[src/rtl/vga_digit_ctrl.sv]
// Digit sequencer and frame-synchronous colour configuration for a VGA digit display.
// Debounced push-buttons latch switch slices into shadows that reach the outputs on frame_start.
module vga_digit_ctrl #(
    parameter int DEBOUNCE_CYCLES  = 250000,
    parameter int FRAMES_PER_DIGIT = 60
) (
    input  logic       dclk,
    input  logic       clr_n,
    input  logic       btnr,
    input  logic       btng,
    input  logic       btnb,
    input  logic [7:0] sw,
    input  logic       frame_start,
    input  logic       run,
    input  logic       step,
    output logic [3:0] digit,
    output logic [2:0] red_cfg,
    output logic [2:0] green_cfg,
    output logic [1:0] blue_cfg,
    output logic [2:0] cfg_ack
);

    // state  | meaning
    // S_HOLD | digit frozen; a step request advances it once at the next frame_start
    // S_RUN  | digit advances every FRAMES_PER_DIGIT frames
    typedef enum logic {
        S_HOLD = 1'b0,
        S_RUN  = 1'b1
    } state_t;

    localparam int DB_W = $clog2(DEBOUNCE_CYCLES + 1);
    localparam int FC_W = (FRAMES_PER_DIGIT > 1) ? $clog2(FRAMES_PER_DIGIT) : 1;
    localparam logic [DB_W-1:0] DB_LAST = DB_W'(DEBOUNCE_CYCLES - 1);
    localparam logic [FC_W-1:0] FC_LAST = FC_W'(FRAMES_PER_DIGIT - 1);

    // Channel index 2 = red, 1 = green, 0 = blue throughout, matching cfg_ack.
    logic [2:0]      w_btn;
    logic [2:0]      r_sync1;
    logic [2:0]      r_sync2;
    logic [2:0]      r_db;
    logic [DB_W-1:0] r_db_cnt [3];
    logic [2:0]      w_db_flip;
    logic [2:0]      w_rise;
    logic [2:0]      r_pend;
    logic [2:0]      w_grant;
    logic [2:0]      r_ack;

    logic [2:0]      r_sh_r;
    logic [2:0]      r_sh_g;
    logic [1:0]      r_sh_b;
    logic [2:0]      r_cfg_r;
    logic [2:0]      r_cfg_g;
    logic [1:0]      r_cfg_b;

    state_t          r_state;
    state_t          w_state_nxt;
    logic [FC_W-1:0] r_fc;
    logic            r_step_pend;
    logic [3:0]      r_digit;
    logic            w_fc_clr;
    logic            w_fc_inc;
    logic            w_step_set;
    logic            w_step_clr;
    logic            w_adv;

    assign w_btn = {btnr, btng, btnb};

    always_ff @(posedge dclk or negedge clr_n) begin
        if (!clr_n) begin
            r_sync1 <= 3'b000;
            r_sync2 <= 3'b000;
        end else begin
            r_sync1 <= w_btn;
            r_sync2 <= r_sync1;
        end
    end

    always_comb begin
        w_db_flip = 3'b000;
        for (int i = 0; i < 3; i++) begin
            w_db_flip[i] = (r_sync2[i] != r_db[i]) && (r_db_cnt[i] == DB_LAST);
        end
        w_rise = w_db_flip & r_sync2;
    end

    // Counter measures how long the synchronised level has disagreed with the accepted one.
    always_ff @(posedge dclk or negedge clr_n) begin
        if (!clr_n) begin
            r_db <= 3'b000;
            for (int i = 0; i < 3; i++) begin
                r_db_cnt[i] <= '0;
            end
        end else begin
            for (int i = 0; i < 3; i++) begin
                if (r_sync2[i] == r_db[i]) begin
                    r_db_cnt[i] <= '0;
                end else if (w_db_flip[i]) begin
                    r_db[i]     <= r_sync2[i];
                    r_db_cnt[i] <= '0;
                end else begin
                    r_db_cnt[i] <= r_db_cnt[i] + 1'b1;
                end
            end
        end
    end

    always_comb begin
        w_grant = 3'b000;
        if (r_pend[2]) begin
            w_grant = 3'b100;
        end else if (r_pend[1]) begin
            w_grant = 3'b010;
        end else if (r_pend[0]) begin
            w_grant = 3'b001;
        end
    end

    // A rise landing on its own grant cycle re-arms pending for a second write.
    always_ff @(posedge dclk or negedge clr_n) begin
        if (!clr_n) begin
            r_pend <= 3'b000;
            r_ack  <= 3'b000;
            r_sh_r <= 3'b111;
            r_sh_g <= 3'b000;
            r_sh_b <= 2'b00;
        end else begin
            r_pend <= (r_pend & ~w_grant) | w_rise;
            r_ack  <= w_grant;
            if (w_grant[2]) begin
                r_sh_r <= sw[2:0];
            end
            if (w_grant[1]) begin
                r_sh_g <= sw[5:3];
            end
            if (w_grant[0]) begin
                r_sh_b <= sw[7:6];
            end
        end
    end

    always_ff @(posedge dclk or negedge clr_n) begin
        if (!clr_n) begin
            r_cfg_r <= 3'b111;
            r_cfg_g <= 3'b000;
            r_cfg_b <= 2'b00;
        end else if (frame_start) begin
            r_cfg_r <= r_sh_r;
            r_cfg_g <= r_sh_g;
            r_cfg_b <= r_sh_b;
        end
    end

    always_comb begin
        w_state_nxt = r_state;
        w_fc_clr    = 1'b0;
        w_fc_inc    = 1'b0;
        w_step_set  = 1'b0;
        w_step_clr  = 1'b0;
        w_adv       = 1'b0;
        case (r_state)
            S_HOLD: begin
                if (run) begin
                    w_state_nxt = S_RUN;
                    w_fc_clr    = 1'b1;
                    w_step_clr  = 1'b1;
                end else begin
                    if (frame_start && r_step_pend) begin
                        w_adv      = 1'b1;
                        w_step_clr = 1'b1;
                    end
                    if (step) begin
                        w_step_set = 1'b1;
                    end
                end
            end
            S_RUN: begin
                if (!run) begin
                    w_state_nxt = S_HOLD;
                end else if (frame_start) begin
                    if (r_fc == FC_LAST) begin
                        w_fc_clr = 1'b1;
                        w_adv    = 1'b1;
                    end else begin
                        w_fc_inc = 1'b1;
                    end
                end
            end
            default: begin
                w_state_nxt = S_HOLD;
            end
        endcase
    end

    always_ff @(posedge dclk or negedge clr_n) begin
        if (!clr_n) begin
            r_state     <= S_HOLD;
            r_fc        <= '0;
            r_step_pend <= 1'b0;
            r_digit     <= 4'd0;
        end else begin
            r_state <= w_state_nxt;
            if (w_fc_clr) begin
                r_fc <= '0;
            end else if (w_fc_inc) begin
                r_fc <= r_fc + 1'b1;
            end
            // A step arriving with the consuming frame_start queues the next advance.
            if (w_step_set) begin
                r_step_pend <= 1'b1;
            end else if (w_step_clr) begin
                r_step_pend <= 1'b0;
            end
            if (w_adv) begin
                r_digit <= (r_digit == 4'd9) ? 4'd0 : r_digit + 4'd1;
            end
        end
    end

    assign digit     = r_digit;
    assign red_cfg   = r_cfg_r;
    assign green_cfg = r_cfg_g;
    assign blue_cfg  = r_cfg_b;
    assign cfg_ack   = r_ack;

endmodule

[config.mk]
export PLATFORM = sky130hd
export DESIGN_NAME = vga_digit_ctrl
export DESIGN_NICKNAME = d
export VERILOG_FILES = /design/src/rtl/vga_digit_ctrl.sv
export SDC_FILE = /design/constraint.sdc
export NUM_CORES = 1
export LEC_CHECK = 0
export CORE_ASPECT_RATIO = 0.6
export CORE_MARGIN = 10
export CORE_UTILIZATION = 60
export DETAILED_ROUTE_END_ITERATION = 16
export PLACE_DENSITY = 0.89
export SLEW_MARGIN = 25
export SYNTH_ARGS = -nofsm -noshare
export SYNTH_HDL_FRONTEND = slang
export SYNTH_SLANG_ARGS = --single-unit
[constraint.sdc]
create_clock -name dclk -period 6 [get_ports dclk]
set_input_delay 1.2 -clock dclk [delete_from_list [all_inputs] [get_ports dclk]]
set_output_delay 1.2 -clock dclk [all_outputs]
set_load 0.05 [all_outputs]
* Yosys cells after proc, flatten, opt, wreduce, memory -nomap -nowiden
Index checks and enable logic that the tools add are counted.
** Storage, ports and cells
- Flip-flop bits (word level) :: 97
- Bits in latches :: 0
- Bits in writable memories :: 0
- Memory bits (read-only) :: 0
- Input port bits :: 16
- Word-level logic and storage cells :: 84
- Memories kept :: 0
** Operators by class
- Add/subtract/negate cells :: 5
- Multipliers :: 0
- Divide/modulo/power cells :: 0
- Magnitude comparators :: 0
- Equality and inequality tests :: 11
- Shifts and indexed selects :: 0
- Muxes and demuxes :: 31
- Bitwise logic cells :: 8
- Reduce and logical (&&, ||, !) cells :: 9
** Operator list (count)
- two-way mux 18 bit :: 6
- adder 18 x 1 -> 18 bit (second input constant) :: 3
- equality test 18 bit (second input constant) :: 3
- two-way mux 1 bit :: 18
- two-way mux 6 bit :: 2
- adder 6 x 1 -> 6 bit (second input constant) :: 1
- AND 3 bit :: 2
- equality test 6 bit (second input constant) :: 1
- AND reduction 2 bit :: 3
- adder 4 x 1 -> 4 bit (second input constant) :: 1
- equality test 4 bit (second input constant) :: 1
- logical AND 1 bit :: 4
- two-way mux 4 bit :: 1
- NOT 1 bit :: 4
- case mux 1 bit (2 select lines) :: 2
- nonzero test 2 bit :: 2
- equality test 1 bit :: 3
- two-way mux 3 bit :: 1
- != test 1 bit :: 3
- NOT 3 bit :: 1
- OR 3 bit :: 1
- two-way mux 2 bit :: 1

* Logic depth before layout (Yosys ltp)
- Word-level depth :: 7
- Depth in mapped cells :: 5
- Depth with buffers taken out :: 5

* Least setup slack after synthesis
Ideal clock, no wire load.
- Path type :: input port to flip-flop
- From :: input port run
- To :: register r_digit[1] (netlist: digit[1])
- Library setup time :: 125 ps
- Arrival time :: 2201 ps
- Required time :: 5875 ps
- Setup slack :: 3674 ps
- Cell stages on the path :: 4
- Buffers on the path :: 0
- Path through :: or3b_2 o31ai_1 nand3_1 mux2_2
** Between the ends
- Longest elaborated chain between the ends :: 2
- Elaborated cells between the ends (all ways) :: 3
- Classes of those cells :: mux (3)
** RTL lines
- start: declaration :: line 14 : input logic run,
- two-way mux 1 bit, on equally long branches :: line 177, 162
- case mux 1 bit (2 select lines) * :: line 160 : case (r_state)
- end signal: assignment :: line 214 : r_digit <= (r_digit == 4'd9) ? 4'd0 : r_digit + 4'd1;
- end: declaration :: line 59 : logic [3:0] r_digit;
Mark *: on every way between the ends. The rest lies on a longest branch, timed or not.
A chain may end at the register's enable or synchronous reset.

* Worst setup path in the final report
- From :: register r_cfg_r[0] (netlist: red_cfg[0])
- To :: output port red_cfg[0]
** RTL lines
- start: declaration :: line 51 : logic [2:0] r_cfg_r;
- start signal: assignment :: line 147 : r_cfg_r <= r_sh_r;
- end: declaration :: line 17 : output logic [2:0] red_cfg,
No word-level cell between the ends.

==> out/qor.csv <==
stage,metric,value,unit
status,status,"finished, final reports clean",
pwr,power.total,1480,uW
yosys,ys_types,44,
finish,syn_to_final_growth,16.5,%
setup_path,cp-end-kind,output pin,
yosys,synth_edf_count,0,
floorplan,coreArea,6880,sq um
setup_path,crit_required,4.80,ns
sta,slew_viol_final,0,
place,dp_slack,2.97,ns
yosys,syn_inst,399,
yosys,netlist.top_cell.by_area,dfrtp_1,
floorplan,ioPinCount,31,
setup_path,crit_start,red_cfg[0],
sta,setup_tns,0,ns
place,gp_congestion,0.847,
finish,stdcell_count,528,
setup_path,path_buf_inv,1,
sta,finalSetupViolCount,0,
place,port_buffers,30,
grt,grt_pass1_vias,3178,
finish,largest-register,r_db_cnt,
grt,grt_usage,16.7,%
drt,first_pass_iters,5,
place,dp_hpwl,6290,um
drt,vias_per_cell,5.95,
sta,skew,0.00611,ns
floorplan,dieArea,11200,sq um
finish,nets,456,
yosys,syn_nets,419,
clock_network,cts.sinks,97,
drt,num_vias,3141,
min_path,hold_start,r_sync1[0],
place,placed_area,4760,sq um
min_path,whs_path_depth,0,
finish,final_cell_area,5090,sq um
place,placed_cells,512,
finish,multi_input_area,1850,sq um
setup_path,worst-path-stages,1,
setup_path,r2r-start,r_db_cnt[6],
finish,antenna_cells,0,
drt,first_iter_violations,262,
floorplan,dieWidth,130,um
yosys,yosysSeqAreaShare,55.7,%
finish,largest_reg_flops,54,
setup_path,r2r_cells,4,
floorplan,fp.dieH,86.1,um
setup_path,arrival,1.69,ns
min_path,holdPathEnd,r_sync2[0],
pwr,total_leakage_power,0.00210,uW
yosys,synthTopCellsByCount,"dfrtp_1 (91), nor2_1 (62), xnor2_1 (39)",
clock_network,cts_tree,done,
sta,finalHoldViolCount,0,
grt,grt_pass1_wl,15000,um
sta,fin_crit,2.89,ns
floorplan,num_rows,23,
sta,fin_crit_sh,48.2,%
clock_network,cts.reportedPaths.clkPinSlew,0.07,ns
finish,final-seq-area,2430,sq um
finish,nFillCells,469,
job,timing.max_cap.violations,0,
setup_path,worst-setup-path-type,flip-flop to output pin,
setup_path,reg2reg_to,r_db_cnt[7],
grt,antenna_found_initial,0,
clock_network,htree_num_levels,3,
setup_path,path_cells,clkdlybuf4s50_1,
setup_path,ff2ff_setup_slack,3.75,ns
yosys,ys_top_cells_by_area,"dfrtp_1 (52%), xnor2_1 (7.8%), nor2_1 (5.3%)",
pwr,ir_drop,0.000379,V
floorplan,initial_core_util,63.5,%
drt,drc,0,
clock_network,cts_root_buffer,clkbuf_16,
setup_path,cp_max_fo,2,
yosys,yosysTopAreaCellShare,52.1,%
yosys,ys.flop_type,dfrtp_1,
setup_path,cpLargestDelayFamily,buffers and inverters,
setup_path,max_stage_delay,0.80,ns
clock_network,cts_setup_buffers,0,
sta,worst-slew-pin-transition,0.942,ns
sta,setup_slack,3.11,ns
clock_network,numCtsBuffers,9,
yosys,yosys_register_bits,97,
clock_network,cts_buffer_depth,2,
clock_network,clock_latency,0.35,ns
yosys,syn-cell-area,4370,sq um
setup_path,start_kind,flip-flop,
drt,wire_per_inst,17.0,um
sta,fmax,0.345,GHz
finish,drive_gt1_share,11.3,%
grt,grt_max_degree,75,
drt,ant_nets,0,
yosys,avgSynthCellArea,11.0,sq um
sta,rsz0062_at_grt,false,
yosys,async_flop_share,100,%
clock_network,postCtsResizedCells,0,
min_path,worst_hold_path_type,flip-flop to flip-flop,
pwr,powerDensity,290,nW/um^2
sta,slew_headroom,37.0,%
grt,grt_remaining_overflow,0,
setup_path,slowest_stage,clkdlybuf4s50_1,
yosys,yosysWarnings,0,
drt,routed_wl,8970,um
clock_network,postCtsHoldBufs,0,
yosys,synth_most_common_cell,dfrtp_1,
[metrics by stage]
step	utilization (%)	hold slack, ns
floorplan	-	0.331
global placement	69.2	0.334
detailed placement	69.2	0.335
CTS	74.0	0.348
global route	74.0	0.359
finish	74.0	0.347
[placed cells by master, fill, tap and decap left out, types with 2 or more instances in the layout]
master / n
dfrtp_1: 91
clkbuf_16: 9
nor2_1: 62
nor2b_1: 2
and3_1: 5
nand2b_1: 3
ha_1: 4
nand4_1: 15
bufinv_16: 2
dfstp_2: 6
xnor2_1: 39
mux2i_1: 2
clkdlybuf4s50_1: 29
nand2_1: 18
clkbuf_8: 2
buf_4: 3
nor3_1: 11
inv_1: 15
nor4_1: 13
nor4b_1: 2
o21ai_0: 10
o31ai_1: 4
mux2_2: 20
nand3_1: 24
or4_1: 9
a21oi_1: 8
nor3b_1: 2
clkinvlp_4: 2
or3_1: 2
xor2_1: 10
[how the worst max path moves through the flow]
stage / slack, ns / to
6_report: 3.11 / red_cfg[0]
5_1_grt: 3.06 / red_cfg[0]
4_1_cts: 3.09 / red_cfg[2]
3_5_place_dp: 2.97 / r_fc[5]
3_3_place_gp: 3.06 / r_fc[5]
2_1_floorplan: 3.67 / digit[1]
[cells by family (layout without fill, tap and decap cells)]
kind of cell | Yosys count | count (layout) | synth area share [%]
compound gates | 31 | 31 | 5.33
xor+xnor | 49 | 49 | 9.82
fa+ha+maj | 4 | 4 | 1.15
buf+inv | 21 | 63 | 2.00
flops | 97 | 97 | 55.7
mux | 22 | 22 | 5.61
simple gates | 175 | 175 | 20.4
[routing by layer]
metal | share of wire [%] | wire length [um] | track usage, %
met3 | 6.1 | 544 | 6.45
met4 | 1.8 | 159 | 5.69
met1 | 47 | 4180 | 21.5
met2 | 46 | 4090 | 25.2
met5 | 0 | 0 | 0
[where the power goes]
part           internal (uW)  switching [uW]
Clock                    388             239
Sequential               676            26.8
Combinational           53.7            92.2
Total                   1120             358
[area by class of cell]
cell class	instances	area share [%]
Clock buffer	12	5.04
Clock inverter	4	1.47
Inverter	15	1.11
Multi-Input combinational cell	281	36.3
Sequential cell	97	47.8
Tap cell	87	2.14
Timing Repair Buffer	32	6.14
(Power assumes the default switching activity.)
